$ cat src/rtl/seg_scan_controller.sv
// 4-digit 7-segment scan sequencer with frame-aligned BCD snapshot and dark interval per slot.
// Optional leading-zero blanking: define LEADING_ZERO_BLANK_EN.
module seg_scan_controller #(
    parameter int DIV_WIDTH   = 17,
    parameter int DEAD_CYCLES = 64
) (
    input  logic       clk,
    input  logic       rst_n,
    input  logic       en,
    input  logic       upd_req,
    input  logic [3:0] digit3_in,
    input  logic [3:0] digit2_in,
    input  logic [3:0] digit1_in,
    input  logic [3:0] digit0_in,
    output logic       upd_ack,
    output logic [3:0] digit3,
    output logic [3:0] digit2,
    output logic [3:0] digit1,
    output logic [3:0] digit0,
    output logic [1:0] selector,
    output logic [3:0] an,
    output logic       frame_tick
);

    typedef enum logic [1:0] {
        IDLE,
        DEAD,
        ON
    } state_t;

    localparam logic [DIV_WIDTH-1:0] DEAD_LIM = DIV_WIDTH'(DEAD_CYCLES);
    localparam logic [DIV_WIDTH-1:0] CNT_MAX  = '1;

    state_t               r_state;
    state_t               w_state_nxt;
    logic [DIV_WIDTH-1:0] r_cnt;
    logic [DIV_WIDTH-1:0] w_cnt_nxt;
    logic [1:0]           r_sel;
    logic [1:0]           w_sel_nxt;
    logic [3:0]           r_an;
    logic [3:0]           w_an_nxt;
    logic [15:0]          r_digits;
    logic [15:0]          w_digits_nxt;
    logic                 r_ack;
    logic                 w_ack_nxt;
    logic                 r_tick;
    logic                 w_tick_nxt;
    logic                 w_wrap;
    logic                 w_boundary;
    logic [3:0]           w_blank;

    always_comb begin
        w_wrap     = (r_state != IDLE) && (r_cnt == CNT_MAX);
        w_boundary = en && ((r_state == IDLE) || (w_wrap && (r_sel == 2'd3)));
    end

    // Next state is computed from the next selector/snapshot so that anode and
    // selector always change on the same edge.
    always_comb begin
        w_state_nxt  = IDLE;
        w_cnt_nxt    = '0;
        w_sel_nxt    = '0;
        w_ack_nxt    = 1'b0;
        w_tick_nxt   = 1'b0;
        w_digits_nxt = r_digits;
        if (en) begin
            if (r_state != IDLE) begin
                w_cnt_nxt  = r_cnt + 1'b1;
                w_sel_nxt  = w_wrap ? r_sel + 2'd1 : r_sel;
                w_tick_nxt = w_wrap && (r_sel == 2'd3);
            end
            if (w_boundary && upd_req) begin
                w_digits_nxt = {digit3_in, digit2_in, digit1_in, digit0_in};
                w_ack_nxt    = 1'b1;
            end
            w_state_nxt = (w_cnt_nxt < DEAD_LIM) ? DEAD : ON;
        end
    end

    always_comb begin
        w_blank = '0;
`ifdef LEADING_ZERO_BLANK_EN
        w_blank[3] = (w_digits_nxt[15:12] == 4'd0);
        w_blank[2] = w_blank[3] && (w_digits_nxt[11:8] == 4'd0);
        w_blank[1] = w_blank[2] && (w_digits_nxt[7:4] == 4'd0);
`else
        w_blank = '0;
`endif
        if ((w_state_nxt == ON) && !w_blank[w_sel_nxt]) begin
            w_an_nxt = ~(4'b0001 << w_sel_nxt);
        end else begin
            w_an_nxt = 4'hF;
        end
    end

    always_ff @(posedge clk or negedge rst_n) begin
        if (!rst_n) begin
            r_state  <= IDLE;
            r_cnt    <= '0;
            r_sel    <= '0;
            r_an     <= 4'hF;
            r_digits <= '0;
            r_ack    <= 1'b0;
            r_tick   <= 1'b0;
        end else begin
            r_state  <= w_state_nxt;
            r_cnt    <= w_cnt_nxt;
            r_sel    <= w_sel_nxt;
            r_an     <= w_an_nxt;
            r_digits <= w_digits_nxt;
            r_ack    <= w_ack_nxt;
            r_tick   <= w_tick_nxt;
        end
    end

    assign upd_ack    = r_ack;
    assign digit3     = r_digits[15:12];
    assign digit2     = r_digits[11:8];
    assign digit1     = r_digits[7:4];
    assign digit0     = r_digits[3:0];
    assign selector   = r_sel;
    assign an         = r_an;
    assign frame_tick = r_tick;

endmodule

$ cat config.mk
export PLATFORM = sky130hd
export DESIGN_NAME = seg_scan_controller
export DESIGN_NICKNAME = d
export VERILOG_FILES = /design/src/rtl/seg_scan_controller.sv
export SDC_FILE = /design/constraint.sdc
export NUM_CORES = 1
export LEC_CHECK = 0
export CAP_MARGIN = 20
export CELL_PAD_IN_SITES_DETAIL_PLACEMENT = 1
export CELL_PAD_IN_SITES_GLOBAL_PLACEMENT = 1
export CORE_MARGIN = 3
export CORE_UTILIZATION = 39
export DETAILED_ROUTE_END_ITERATION = 10
export PLACE_DENSITY_LB_ADDON = 0.1
export SLEW_MARGIN = 0
export SYNTH_ARGS = -nofsm -noshare
export SYNTH_HDL_FRONTEND = slang
export SYNTH_SLANG_ARGS = --single-unit
export TNS_END_PERCENT = 20
$ cat constraint.sdc
create_clock -name clk -period 4.35 [get_ports clk]
set_clock_uncertainty 0.15 [all_clocks]
set_input_delay 0.87 -clock clk [delete_from_list [all_inputs] [get_ports clk]]
set_output_delay 0.87 -clock clk [all_outputs]
set_load 0.02 [all_outputs]
# Word-level counts from Yosys, hierarchy flattened
# Cells that the tools add are included.
# totals
reg_bits,43
# classes
n_addsub,2
n_lt_le_gt_ge,2
eq_ne,3
n_shift,1
muxes,15
n_bitwise,1
reduce_logical,10
# ops
cell,n
17-bit two-way mux,3
"17-bit by 1-bit adder with 17-bit output, second input constant",1
"17-bit == test, second input constant",1
"17-bit by 7-bit less-than comparator with 1-bit output, second input constant",1
2-bit two-way mux,5
1-bit logical AND,5
1-bit two-way mux,5
"2-bit == test, second input constant",2
4-bit two-way mux,1
4-bit inverter,1
"1-bit by 2-bit << shifter with 4-bit output, first input constant",1
"2-bit by 3-bit less-than comparator with 1-bit output, second input constant",1
"2-bit by 1-bit adder with 2-bit output, second input constant",1
1-bit binary-select mux with 2-bit select,1
2-bit logical NOT,1
2-bit AND reduction,1
2-bit nonzero test,1
1-bit logical NOT,1
1-bit logical OR,1

# Depth between registers and ports, before layout
# Gate-level depths: netlist (run 1).
# logic_depth
ltp_word,10
depth_mapped,10
depth_no_buf,10

# Worst setup path before layout (run 1)
# OpenSTA, ideal clock, no wires.
# synth_path
path_kind,register to register
from,register r_cnt[0]
to,register r_digits[10]
t_arrival_ns,2.963
t_required_ns,4.075
path_slack_ns,1.113
path_stages_with_launch,11
cell_sequence,dfrtp_1 ha_1 inv_1 or4_4 nor2_1 and3_1 ha_1 nand2_1 a21oi_1 buf_2 mux2_2
# synth_via
elab_chain_len,7
# synth_rtl
element,line_no,rtl
from (decl),36,logic [DIV_WIDTH-1:0] r_cnt;
from (signal assigned),107,r_cnt <= w_cnt_nxt;
17-bit == test,53,w_wrap = (r_state != IDLE) && (r_cnt == CNT_MAX);
1-bit logical AND,53,
1-bit logical AND,54,w_boundary = en && ((r_state == IDLE) || (w_wrap && (r_sel == 2'd3)));
1-bit logical OR,54,
1-bit logical AND,54,
1-bit logical AND,72,if (w_boundary && upd_req) begin
2-bit AND reduction (no line),-,
to (signal assigned),110,r_digits <= w_digits_nxt;
to (decl),42,logic [15:0] r_digits;
# Every way passes these cells.
# A chain may end at the register's enable or synchronous reset.

# Worst setup path in the final report (run 1)
# layout_path
from,register r_cnt[0]
to,register r_digits[1]
# The elaborated chain is that of the path after synthesis.

==> flow_metrics.py, run 1 <==
metrics = {
    "synthesis": {
        "synthDistinctLibCells": 38,
        "yosys_warnings": 0,
        "yosys.area.top_type": "dfrtp_1",
        "avgSynthCellArea_sq_um": 11.6,
        "synth_ff_type": "dfrtp_1",
        "async_flop_share_pct": 100,
        "syn_area_sq_um": 1980,
        "yosysTopAreaCellShare_pct": 49.4,
        "syn_inst": 171,
        "synth_area_leaders": "dfrtp_1 49%, mux2_2 9.1%, dfstp_2 5.3%, nor2_1 3.6%, xnor2_1 3.5%",
        "syn_nets": 194,
        "ys_seq_area_share_pct": 54.7,
        "synth_edf_count": 0,
        "ys_seq_elements": 43,
    },
    "detailed_routing": {
        "wl_per_cell_um": 15.6,
        "drt-initial-drc-count": 20,
        "finalWirelength_um": 4380,
        "num_vias": 1403,
        "drc": 0,
        "postRouteAntennaNets": 0,
        "dr.pass1.iters": 4,
        "viasPerCell": 4.99,
    },
    "sta": {
        "worstMarginPinSlew_ps": 959,
        "final.setup.worst_slack_ps": 1220,
        "hold_violations": 0,
        "fmax_ghz": 0.319,
        "relSlewSlack_pct": 36.0,
        "layout_min_cycle_time_ps": 3130,
        "rsz0062_at_grt": "no",
        "final.setup.tns_ps": 0,
        "drv_slew": 0,
        "setup_viol": 0,
        "timing.final.crit_share_pct": 72.0,
    },
    "setup_path": {
        "worstPathArrival_ps": 3160,
        "endpoint_kind": "flop",
        "r2r-end": "r_digits[1]",
        "crit_slowest_cell": "or4_4",
        "crit_chain": "ha_1 > inv_1 > or4_4 > nor2_1 > and3_1 > ha_1 > nand2_1 > a21oi_1 > buf_4 > mux2_2",
        "worst-path-max-fanout": 17,
        "required_ps": 4370,
        "cp-start-kind": "flop",
        "reg2reg_slack_ps": 1220,
        "cp_slowest_stage_delay_ps": 570,
        "r2r_cells": 10,
        "crit_type": "reg2reg",
        "regToRegStartpoint": "r_cnt[0]",
        "cp_common_cell": "ha_1",
    },
    "floorplanning": {
        "pin_count": 44,
        "initial_utilization_pct": 41.0,
        "num_rows": 25,
        "dieArea_sq_um": 5960,
        "coreArea_sq_um": 4820,
        "die_w_um": 77.2,
        "die_y_um": 77.2,
    },
    "cells_and_area": {
        "multi_input_area_sq_um": 846,
        "area_delta_synth_final_pct": 29.6,
        "layout.area.seq_sq_um": 1080,
        "diodes": 0,
        "layout-drive-gt1-share_pct": 16.4,
        "nets": 236,
        "nFillCells": 534,
        "finalNonFillerCells": 281,
    },
    "power": {
        "peakVddDrop_v": 0.000130,
        "leakagePower_nw": 1.07,
        "p_per_area_nw_per_um2": 354,
    },
    "hold_path": {
        "min_path_type": "reg2reg",
        "min_path_cells": 1,
        "min_to": "r_digits[3]",
        "min_from": "r_digits[3]",
    },
    "grt": {
        "grt_max_degree": 44,
        "gr-total-overflow": 0,
        "grt_pass1_vias": 1529,
        "antenna_found_initial": 0,
        "grt_first_pass_wirelength_um": 7560,
        "grt.total_usage_pct": 15.9,
    },
    "cts": {
        "cts_buffers": 5,
        "cts_tree": "yes",
        "clk_pin_slew_worst_paths_ps": 70,
        "clk_path_buf_depth": 2,
        "cts_resized": 0,
        "cts.sinks": 43,
        "ctsRootBufferMaster": "clkbuf_8",
        "h-tree-depth": 2,
        "insertion_delay_ps": 300,
        "post_cts_buffers": 0,
        "cts_hold_buffers": 0,
    },
    "placement": {
        "hpwl_um": 3240,
        "place_congestion": 0.790,
        "place_ws_ps": 1220,
        "place_inst": 273,
        "io_buffers": 43,
    },
    "run": {
        "maxCapViolations": 0,
    },
    "status": {
        "outcome": "completed",
    },
}
## synthesized netlist by cell type (2+ instances only)
master / instances
nand4_2: 2
nand3_1: 7
dfrtp_1: 39
a21oi_1: 3
mux2i_1: 3
or3_1: 2
buf_2: 4
and2_1: 2
and3_1: 4
xnor2_1: 8
nor2_1: 19
xor2_1: 8
dfstp_2: 4
nor3_1: 5
nand2_1: 10
clkbuf_1: 5
ha_1: 3
mux2_2: 16
o21ai_0: 2
o211ai_1: 3
nand4_1: 3
inv_1: 3
## layout make-up
type                       instances  share of cell area [%]
multi-input combinational        116                    33.0
timing repair buffer              44                    16.9
clock inverter                     1                    1.17
clock buffer                       7                    2.98
inverter                           3                   0.440
sequential                        43                    42.2
tap                               67                    3.27
## report_power, final
| group | switching, mW | total, mW | internal (mW) |
|---|---|---|---|
| clock network | 0.132 | 0.304 | 0.172 |
| registers | 0.0150 | 0.444 | 0.429 |
| logic | 0.0734 | 0.160 | 0.0862 |
| total | 0.220 | 0.908 | 0.687 |
## sequential cells by signal (all words and copies together) (netlist names)
name	cells
an	4
frame_tick	1
r_cnt	17
r_digits	16
r_state	2
selector	2
upd_ack	1
## metal layers
metal	vias up	part of all wire, %	global-route usage (%)
met1	691	43	19.0
met3	5	5.0	5.16
met2	29	51	27.5
li1	678	-	-
met4	0	1.1	4.27
met5	-	0	0
## worst max-delay path by stage
stage	from	to	slack (ps)	cells after the start
6_report	r_cnt[0]	r_digits[1]	1220	10
5_1_grt	r_cnt[0]	r_digits[1]	950	10
4_1_cts	r_cnt[0]	r_digits[1]	1200	10
3_5_place_dp	r_cnt[0]	r_digits[6]	1220	10
3_3_place_gp	r_cnt[0]	r_digits[8]	1370	10
2_1_floorplan	r_cnt[0]	r_digits[10]	1110	10
## cell families after synthesis
| logic type | Yosys count | share of synthesized area (%) |
|---|---|---|
| buffers and inverters | 12 | 2.53 |
| muxes | 19 | 10.6 |
| and+or+nand+nor | 62 | 17.3 |
| DFF | 43 | 54.7 |
| xor gates and xnor gates | 16 | 7.09 |
| adders and majority gates | 3 | 1.90 |
| AOI/OAI and AO/OA | 16 | 5.89 |
## placed cells by master, fill, tap and decap left out, drive strengths merged, types with 4 or more instances in the layout
master	Yosys	final
clkdlybuf4s50	0	42
dfrtp	39	39
nor2	19	19
mux2	16	16
nand2	10	10
xnor2	8	8
xor2	8	8
nand3	7	7
clkbuf	5	7
nand4	6	6
nor3	5	5
and3	4	4
dfstp	4	4
## worst max-delay path: cells and delay by family, from the launching register on
kind	cells	cell delay [ps]
compound gates	1	160
fa+ha+maj	2	530
buf+inv	2	370
flops	1	430
mux	1	360
simple gates	4	990
## per-stage QoR
| stage | power [mW] | hold slack [ps] | util [%] | instance area [sq um] |
|---|---|---|---|---|
| global route | 0.951 | 388 | 53.2 | 2560 |
| floorplan | 0.522 | 338 | - | 1980 |
| global placement | 0.609 | 339 | 51.0 | 2450 |
| finish | 0.908 | 359 | 53.2 | 2560 |
| CTS | 0.920 | 363 | 53.2 | 2560 |
| detailed placement | 0.616 | 346 | 51.0 | 2450 |
(Power assumes the default switching activity.)
==> run 2: changes to the inputs <==
==> constraint.sdc (replaced) <==
create_clock -name clk -period 3.22 [get_ports clk]
set_clock_uncertainty 0.15 [all_clocks]
set_input_delay 0.644 -clock clk [delete_from_list [all_inputs] [get_ports clk]]
set_output_delay 0.644 -clock clk [all_outputs]
set_load 0.02 [all_outputs]
==> run 2 against run 1 <==
Compared with the run above:
- worst hold slack got worse by 19 ps
- flip-flop and latch count unchanged
- die area unchanged
- clock-buffer cell count decreased by 1
- via count up 2.7%
- sequential power is 35% higher
- clock power up 10%
- fmax grew 8.7%
- cell count increased by 0.71%
- wire length decreased by 4.2%
- largest cell class unchanged
- highest routed layer unchanged
==> flow_metrics.py, run 2 (synthesized netlist as in run 1, its figures left out) <==
metrics = {
    "sta": {
        "setup_viol": 0,
        "worstMarginPinSlew_ps": 951,
        "timing.final.crit_share_pct": 89.5,
        "layout_min_cycle_time_ps": 2880,
        "final.setup.tns_ps": 0,
        "fmax_ghz": 0.347,
        "hold_violations": 0,
        "drv_slew": 0,
        "rsz0062_at_grt": "no",
        "relSlewSlack_pct": 36.6,
    },
    "cells_and_area": {
        "largest_reg_flops": 17,
        "nFillCells": 538,
        "nets": 238,
        "final_common_cell": "clkdlybuf4s50_1",
        "layout.area.seq_sq_um": 1080,
        "mostFrequentLayoutCells": "42 x clkdlybuf4s50_1, 39 x dfrtp_1, 19 x nor2_1",
        "layout-drive-gt1-share_pct": 18.1,
        "regMostFlops": "r_cnt",
        "diodes": 0,
        "multi_input_area_sq_um": 850,
        "area_delta_synth_final_pct": 30.1,
    },
    "grt": {
        "met2_usage_pct": 25.0,
        "grt.total_usage_pct": 15.3,
        "grt.busiest_layer": "met2",
        "grt_max_degree": 44,
        "gr-total-overflow": 0,
        "grt_util_met1_pct": 20.3,
        "grt_pass1_vias": 1482,
        "grtUsageMet3_pct": 3.76,
        "grt_first_pass_wirelength_um": 7290,
        "antenna_found_initial": 0,
    },
    "setup_path": {
        "r2r_cells": 10,
        "worst-path-max-fanout": 17,
        "regToRegStartpoint": "r_cnt[0]",
        "cp-start-kind": "flop",
        "worstPathArrival_ps": 2910,
        "required_ps": 3250,
        "crit_type": "reg2reg",
        "endpoint_kind": "flop",
        "r2r-end": "r_digits[8]",
        "reg2reg_slack_ps": 340,
    },
    "detailed_routing": {
        "viasPerCell": 5.09,
        "dr.pass1.iters": 4,
        "drc": 0,
        "finalWirelength_um": 4200,
        "drt-initial-drc-count": 30,
        "postRouteAntennaNets": 0,
        "num_vias": 1441,
        "wl_per_cell_um": 14.8,
    },
    "cts": {
        "cts_tree": "yes",
        "cts_hold_buffers": 0,
        "cts_resized": 0,
        "h-tree-depth": 2,
        "ctsRootBufferMaster": "clkbuf_8",
        "cts.sinks": 43,
        "clk_path_buf_depth": 2,
        "insertion_delay_ps": 300,
        "clk_pin_slew_worst_paths_ps": 80,
        "cts_buffers": 5,
        "post_cts_buffers": 0,
    },
    "floorplanning": {
        "initial_utilization_pct": 41.0,
        "num_rows": 25,
        "coreArea_sq_um": 4820,
        "die_y_um": 77.2,
        "dieArea_sq_um": 5960,
        "die_w_um": 77.2,
        "pin_count": 44,
    },
    "run": {
        "maxCapViolations": 0,
    },
    "hold_path": {
        "min_path_type": "in2async",
    },
    "power": {
        "peakVddDrop_v": 0.000276,
        "leakagePower_nw": 1.07,
        "power_mw": 1.16,
        "p_per_area_nw_per_um2": 449,
    },
    "placement": {
        "hpwl_um": 3090,
        "place_congestion": 0.869,
        "io_buffers": 43,
    },
    "status": {
        "outcome": "completed",
    },
}
-- run 2: report_power, final --
group / internal, mW / switching (mW) / total (mW)
registers: 0.580 / 0.0208 / 0.601
clock network: 0.152 / 0.183 / 0.335
logic: 0.119 / 0.101 / 0.220
total: 0.850 / 0.305 / 1.16
-- run 2: final cells by class --
cell class / count / area share [%]
clock buffers: 6 / 2.82
clock inverters: 2 / 0.487
inverters: 3 / 0.438
flip-flops and latches: 43 / 42.0
repair buffers: 46 / 17.9
well taps: 67 / 3.26
multi-input cells: 116 / 33.0
-- run 2: through the flow --
stage                     utilization (%)  cell area (sq um)  cells  worst slack (ps)  hold slack (ps)
after detailed placement             51.6               2490    275               351              346
after global routing                 53.4               2570    283               129              385
after CTS                            53.4               2570    283               322              365
after global placement               51.6               2490    275               417              338
after floorplan                         -               1980    171               154              198
final                                53.4               2570    283               339              340
-- run 2: per-layer routing --
| metal | part of all wire, % | up-vias |
|---|---|---|
| met3 | 4.3 | 5 |
| li1 | - | 692 |
| met2 | 51 | 30 |
| met5 | 0 | - |
| met1 | 44 | 714 |
| met4 | 0.90 | 0 |
-- run 2: worst max path at each step --
stage | end | start | slack (ps)
floorplan | r_digits[10] | r_cnt[0] | 150
detailed placement | r_digits[5] | r_cnt[0] | 350
finish | r_digits[8] | r_cnt[0] | 340
global route | r_digits[14] | r_cnt[0] | 130
CTS | r_digits[5] | r_cnt[0] | 320
global placement | r_digits[6] | r_cnt[2] | 420
-- run 2: worst max-delay path, stage by stage, from the launching register on --
cell     delay [ps]
dfrtp_1         440
ha_1            200
inv_1            70
or4_4           560
nor2_1          160
and3_1          170
ha_1            210
nand2_1         100
a21oi_2         190
buf_12          170
mux2_2          340
==> RTL edit 1: new RTL, settings of run 2 <==
Encoding of `state_t`: now one-hot (3 bits for 3 states).
--- a/src/rtl/seg_scan_controller.sv
+++ b/src/rtl/seg_scan_controller.sv
@@ -22,10 +22,10 @@
     output logic       frame_tick
 );
 
-    typedef enum logic [1:0] {
-        IDLE,
-        DEAD,
-        ON
+    typedef enum logic [2:0] {
+        IDLE = 3'b001,
+        DEAD = 3'b010,
+        ON   = 3'b100
     } state_t;
 
     localparam logic [DIV_WIDTH-1:0] DEAD_LIM = DIV_WIDTH'(DEAD_CYCLES);
Check against the original RTL: no difference found for any inputs over 10 cycles, from zero or initial values and one cycle with rst_n low; not proved beyond that.
==> RTL edit 1 against run 2 <==
  * Via count about the same
  * Power rose by 13%
  * Clock power is 29% higher
  * Final area increased by 2.9%
  * Setup slack got worse by 67 ps
  * Wire length grew 7.6%
  * First-iteration DRC count up 130%
  * Area after synthesis grew 3.7%
  * Sequential cell count is 1 higher
  * Fmax is 2.3% lower
==> RTL edit 1: results (changes against run 2) <==
- Run status: finished clean
- Worst R2R Path Depth: 8 (-2)
- Lkg Pwr: 1.10 nW (+2.2%)
- Worst hold stages: 1
- Avg WL per Cell: 15.9 µm (+7.2%)
- Hold Slack: 337 ps (-2.74 ps)
- Worst-case vdd ir drop: 196 µV (-29%)
- Beginning of the critical path: r_cnt[4]$_DFF_PN0_
- M1 WL: 1950 µm (+4.8%)
- Met2 WL: 2390 µm (+13%)
- Global routing usage on met3: 3.56% (-0.20 points)
- Clk pwr share: 33.2% (+4.2 points)
- DP HPWL: 3380 µm (+9.4%)
- Top sig layer: met4
- Layout cells sized above 1: 18.0% (-0.083 points)
- Vias in the first global route: 1581 (+6.7%)
- Area contributors post-synth: dfrtp_1 48%, mux2_2 8.8%, dfstp_2 6.4%
- Slowest Stage Delay on Critical Path: 490 ps (-70 ps)
- Avg Cell Area, Syn: 11.9 µm² (+3.1%)
- Synth cell types: 40 (+5.3%)
- Largest net degree at the start of global routing: 45 (+2.3%)
- Tot GR Track Use: 15.9% (+0.56 points)
- CTS resizes: 0 (unchanged)
- Met2 global-route usage: 29.1% (+4.1 points)
- Cell family with most CP delay: simple AND/OR/NAND/NOR gates
- Post-synthesis sequential area ratio: 54.0% (-0.69 points)
- FF-to-FF setup slack: 270 ps (-70 ps)
- Diode count: 0 (unchanged)
- Met1 Usage GRT: 18.5% (-1.7 points)
- CTS H-Tree Depth: 2 (unchanged)
- Worst skew pair latency: 280 ps (-20 ps)
- P_sw: 0.319 mW (+4.4%)
- CP max-delay cell: a21oi_4
- Clock Tree Buf Depth: 2 (unchanged)
- P_comb: 0.244 mW (+11%)
- Starting DRC count in detailed routing: 68 (+130%)
- Postcts setup bufs: 0 (unchanged)
- Gpl congestion: 0.822 (-5.4%)
- Post-synth top cells: 39 x dfrtp_1, 20 x nor2_1, 16 x mux2_2, 12 x nand2_1, 9 x nand3_1
- Net count reported at finish: 239 (+0.42%)
- Max transition margin: 37.0% (+0.41 points)
- CP Capture Point: r_digits[4]$_DFFE_PN0P_
- Post-route insts no fill: 284 (+0.35%)
- Biggest fanout along the worst timing path: 17 (unchanged)
- Synth warn: 0 (unchanged)
- Worst endpoint data arrival time: 2970 ps (+60 ps)
- Vias: 1442 (+0.069%)
- Worst min path class: reg2reg
- Initial antenna violation count: 0 (unchanged)
- Met3 Wirelength: 153 µm (-15%)
- Synth Net Count: 195 (+0.52%)
- First-pass GRT wire length: 7710 µm (+5.7%)
- Pre-antenna DRT Iters: 6 (+2)
- Reg2reg end: r_digits[4]$_DFFE_PN0P_
- Logic pwr share: 18.7% (-0.3 points)
==> RTL edit 1: layout make-up <==
class	count	area (µm²)
clock buffer	6	82.6
clock inverter	2	38.8
fill	527	2270
inverter	4	15.0
multi-input combinational	118	892
sequential	44	1110
tap	67	83.8
timing repair buffer	43	425
==> RTL edit 1: logic make-up after synthesis <==
family | count (synthesis) | share of synthesized area [%]
fa+ha+maj | 3 | 1.83
simple gates | 66 | 19.5
buf+inv | 10 | 2.50
compound gates | 15 | 5.49
xor+xnor | 15 | 6.41
mux | 19 | 10.3
flops | 44 | 54.0
==> RTL edit 1: metrics by stage <==
| step | util [%] | setup WS (ps) | cell area [µm²] |
|---|---|---|---|
| 6_report | 53.9 | 272 | 2650 |
| 5_1_grt | 53.9 | 13.8 | 2650 |
| 4_1_cts | 53.9 | 259 | 2650 |
| 3_5_place_dp | 51.4 | 267 | 2520 |
| 3_3_place_gp | 51.4 | 347 | 2520 |
| 2_1_floorplan | - | 518 | 2050 |
==> RTL edit 2: new RTL, settings of run 2 <==
Without the edit above. Add a define of `LEADING_ZERO_BLANK_EN`.
--- a/src/rtl/seg_scan_controller.sv
+++ b/src/rtl/seg_scan_controller.sv
@@ -1,5 +1,7 @@
 // 4-digit 7-segment scan sequencer with frame-aligned BCD snapshot and dark interval per slot.
 // Optional leading-zero blanking: define LEADING_ZERO_BLANK_EN.
+`define LEADING_ZERO_BLANK_EN
+
 module seg_scan_controller #(
     parameter int DIV_WIDTH   = 17,
     parameter int DEAD_CYCLES = 64
Check against the original RTL: no difference found for any inputs over 10 cycles, from zero or initial values and one cycle with rst_n low; that may be too few to reach the edited logic, so the function may still have changed.
==> RTL edit 2 against run 2 <==
  * Via count is 7.8% higher
  * Final area is 6.3% higher
  * Wire length is 16% higher
  * Clock power rose by 12%
  * Critical path type unchanged
  * Area after synthesis is 6.8% higher
  * Setup slack gained 78 ps
  * Die area grew 6.3%
  * Sequential cell count is the same
  * Fmax up 2.8%
  * Largest power group unchanged
  * Count of clock-buffer cells in the layout grew 2
  * Highest routed layer unchanged
  * Power grew 8.4%
  * Sequential share of layout area is 2.5 points lower
==> RTL edit 2: results (changes against run 2) <==
- Area after DPL: 2630 µm² (+5.9%)
- Biggest fanout along the worst timing path: 13 (-4)
- CP Capture Point: r_digits[14]$_DFF_PN0_
- M1 WL: 2220 µm (+20%)
- CP max-delay cell: dfrtp_1
- Starting DRC count in detailed routing: 57 (+90%)
- FF-to-FF setup slack: 420 ps (+80 ps)
- Synth Net Count: 200 (+3.1%)
- Lkg Pwr: 1.14 nW (+5.7%)
- First-pass GRT wire length: 8270 µm (+13%)
- Post-synthesis sequential area ratio: 51.2% (-3.5 points)
- Vias per cell: 5.23 (+2.7%)
- Worst-case vdd ir drop: 256 µV (-7.5%)
- Beginning of the critical path: r_cnt[7]$_DFF_PN0_
- Layout cells sized above 1: 22.9% (+4.9 points)
- Run status: finished clean
- Hold Slack: 340 ps (-0.0770 ps)
- Met1 Usage GRT: 21.5% (+1.3 points)
- DP HPWL: 3750 µm (+21%)
- Synth cell types: 43 (+13%)
- Met2 WL: 2330 µm (+9.7%)
- Vias in the first global route: 1670 (+13%)
- Worst R2R Path Depth: 8 (-2)
- Max transition margin: 37.0% (+0.39 points)
- Net count reported at finish: 249 (+4.6%)
- Total wire length: 4890 µm (+16%)
- Met3 Wirelength: 262 µm (+46%)
- Worst endpoint data arrival time: 2830 ps (-80 ps)
[RTL edit 2: changes by cell type after synthesis, moves of 3 or more]
cell / run 2 / this run
nor3_1: 5 / 2
nand3_1: 7 / 2
clkbuf_1: 5 / 2
o211ai_1: 3 / 0
o21ai_1: 1 / 4
nor4_1: 1 / 7
[RTL edit 2: kinds of logic (layout without fill, tap and decap cells)]
group                      Yosys count  after routing  synth area share (%)
adders and majority gates            3              3                  1.78
buffers and inverters                8             58                  1.72
DFF                                 43             43                  51.2
AOI/OAI and AO/OA                   18             18                  6.04
and+or+nand+nor                     67             67                  21.1
xor gates and xnor gates            16             16                  6.63
muxes                               22             22                  11.5
[RTL edit 2: power by group]
part,switching (mW),internal [mW],total [mW]
Sequential,0.0336,0.587,0.621
Combinational,0.119,0.138,0.257
Clock,0.179,0.196,0.375
Total,0.332,0.921,1.25
[RTL edit 2: layout make-up]
cell class,count,area (µm²)
clock buffers,8,100
fillers,539,2440
inverters,3,11.3
multi-input cells,126,998
flip-flops and latches,43,1080
well taps,70,87.6
repair buffers,47,455
[RTL edit 2: worst reg2reg max path: cells and delay by family, from the launching register on]
family	cells	cell delay, ps
AO/OA/AOI/OAI	1	300
adder cells (fa/ha/maj)	1	210
buffers and inverters	1	280
flip-flops	1	570
multiplexers	1	360
AND/OR/NAND/NOR	4	830
[RTL edit 2: per-stage QoR]
| step | utilization (%) | setup slack, ps | power, mW | cells |
|---|---|---|---|---|
| after floorplan | - | 648 | 0.742 | 177 |
| after global placement | 50.9 | 528 | 0.883 | 289 |
| after detailed placement | 50.9 | 427 | 0.894 | 289 |
| after CTS | 52.9 | 392 | 1.27 | 297 |
| after global routing | 52.9 | 273 | 1.32 | 297 |
| final | 52.9 | 417 | 1.25 | 297 |
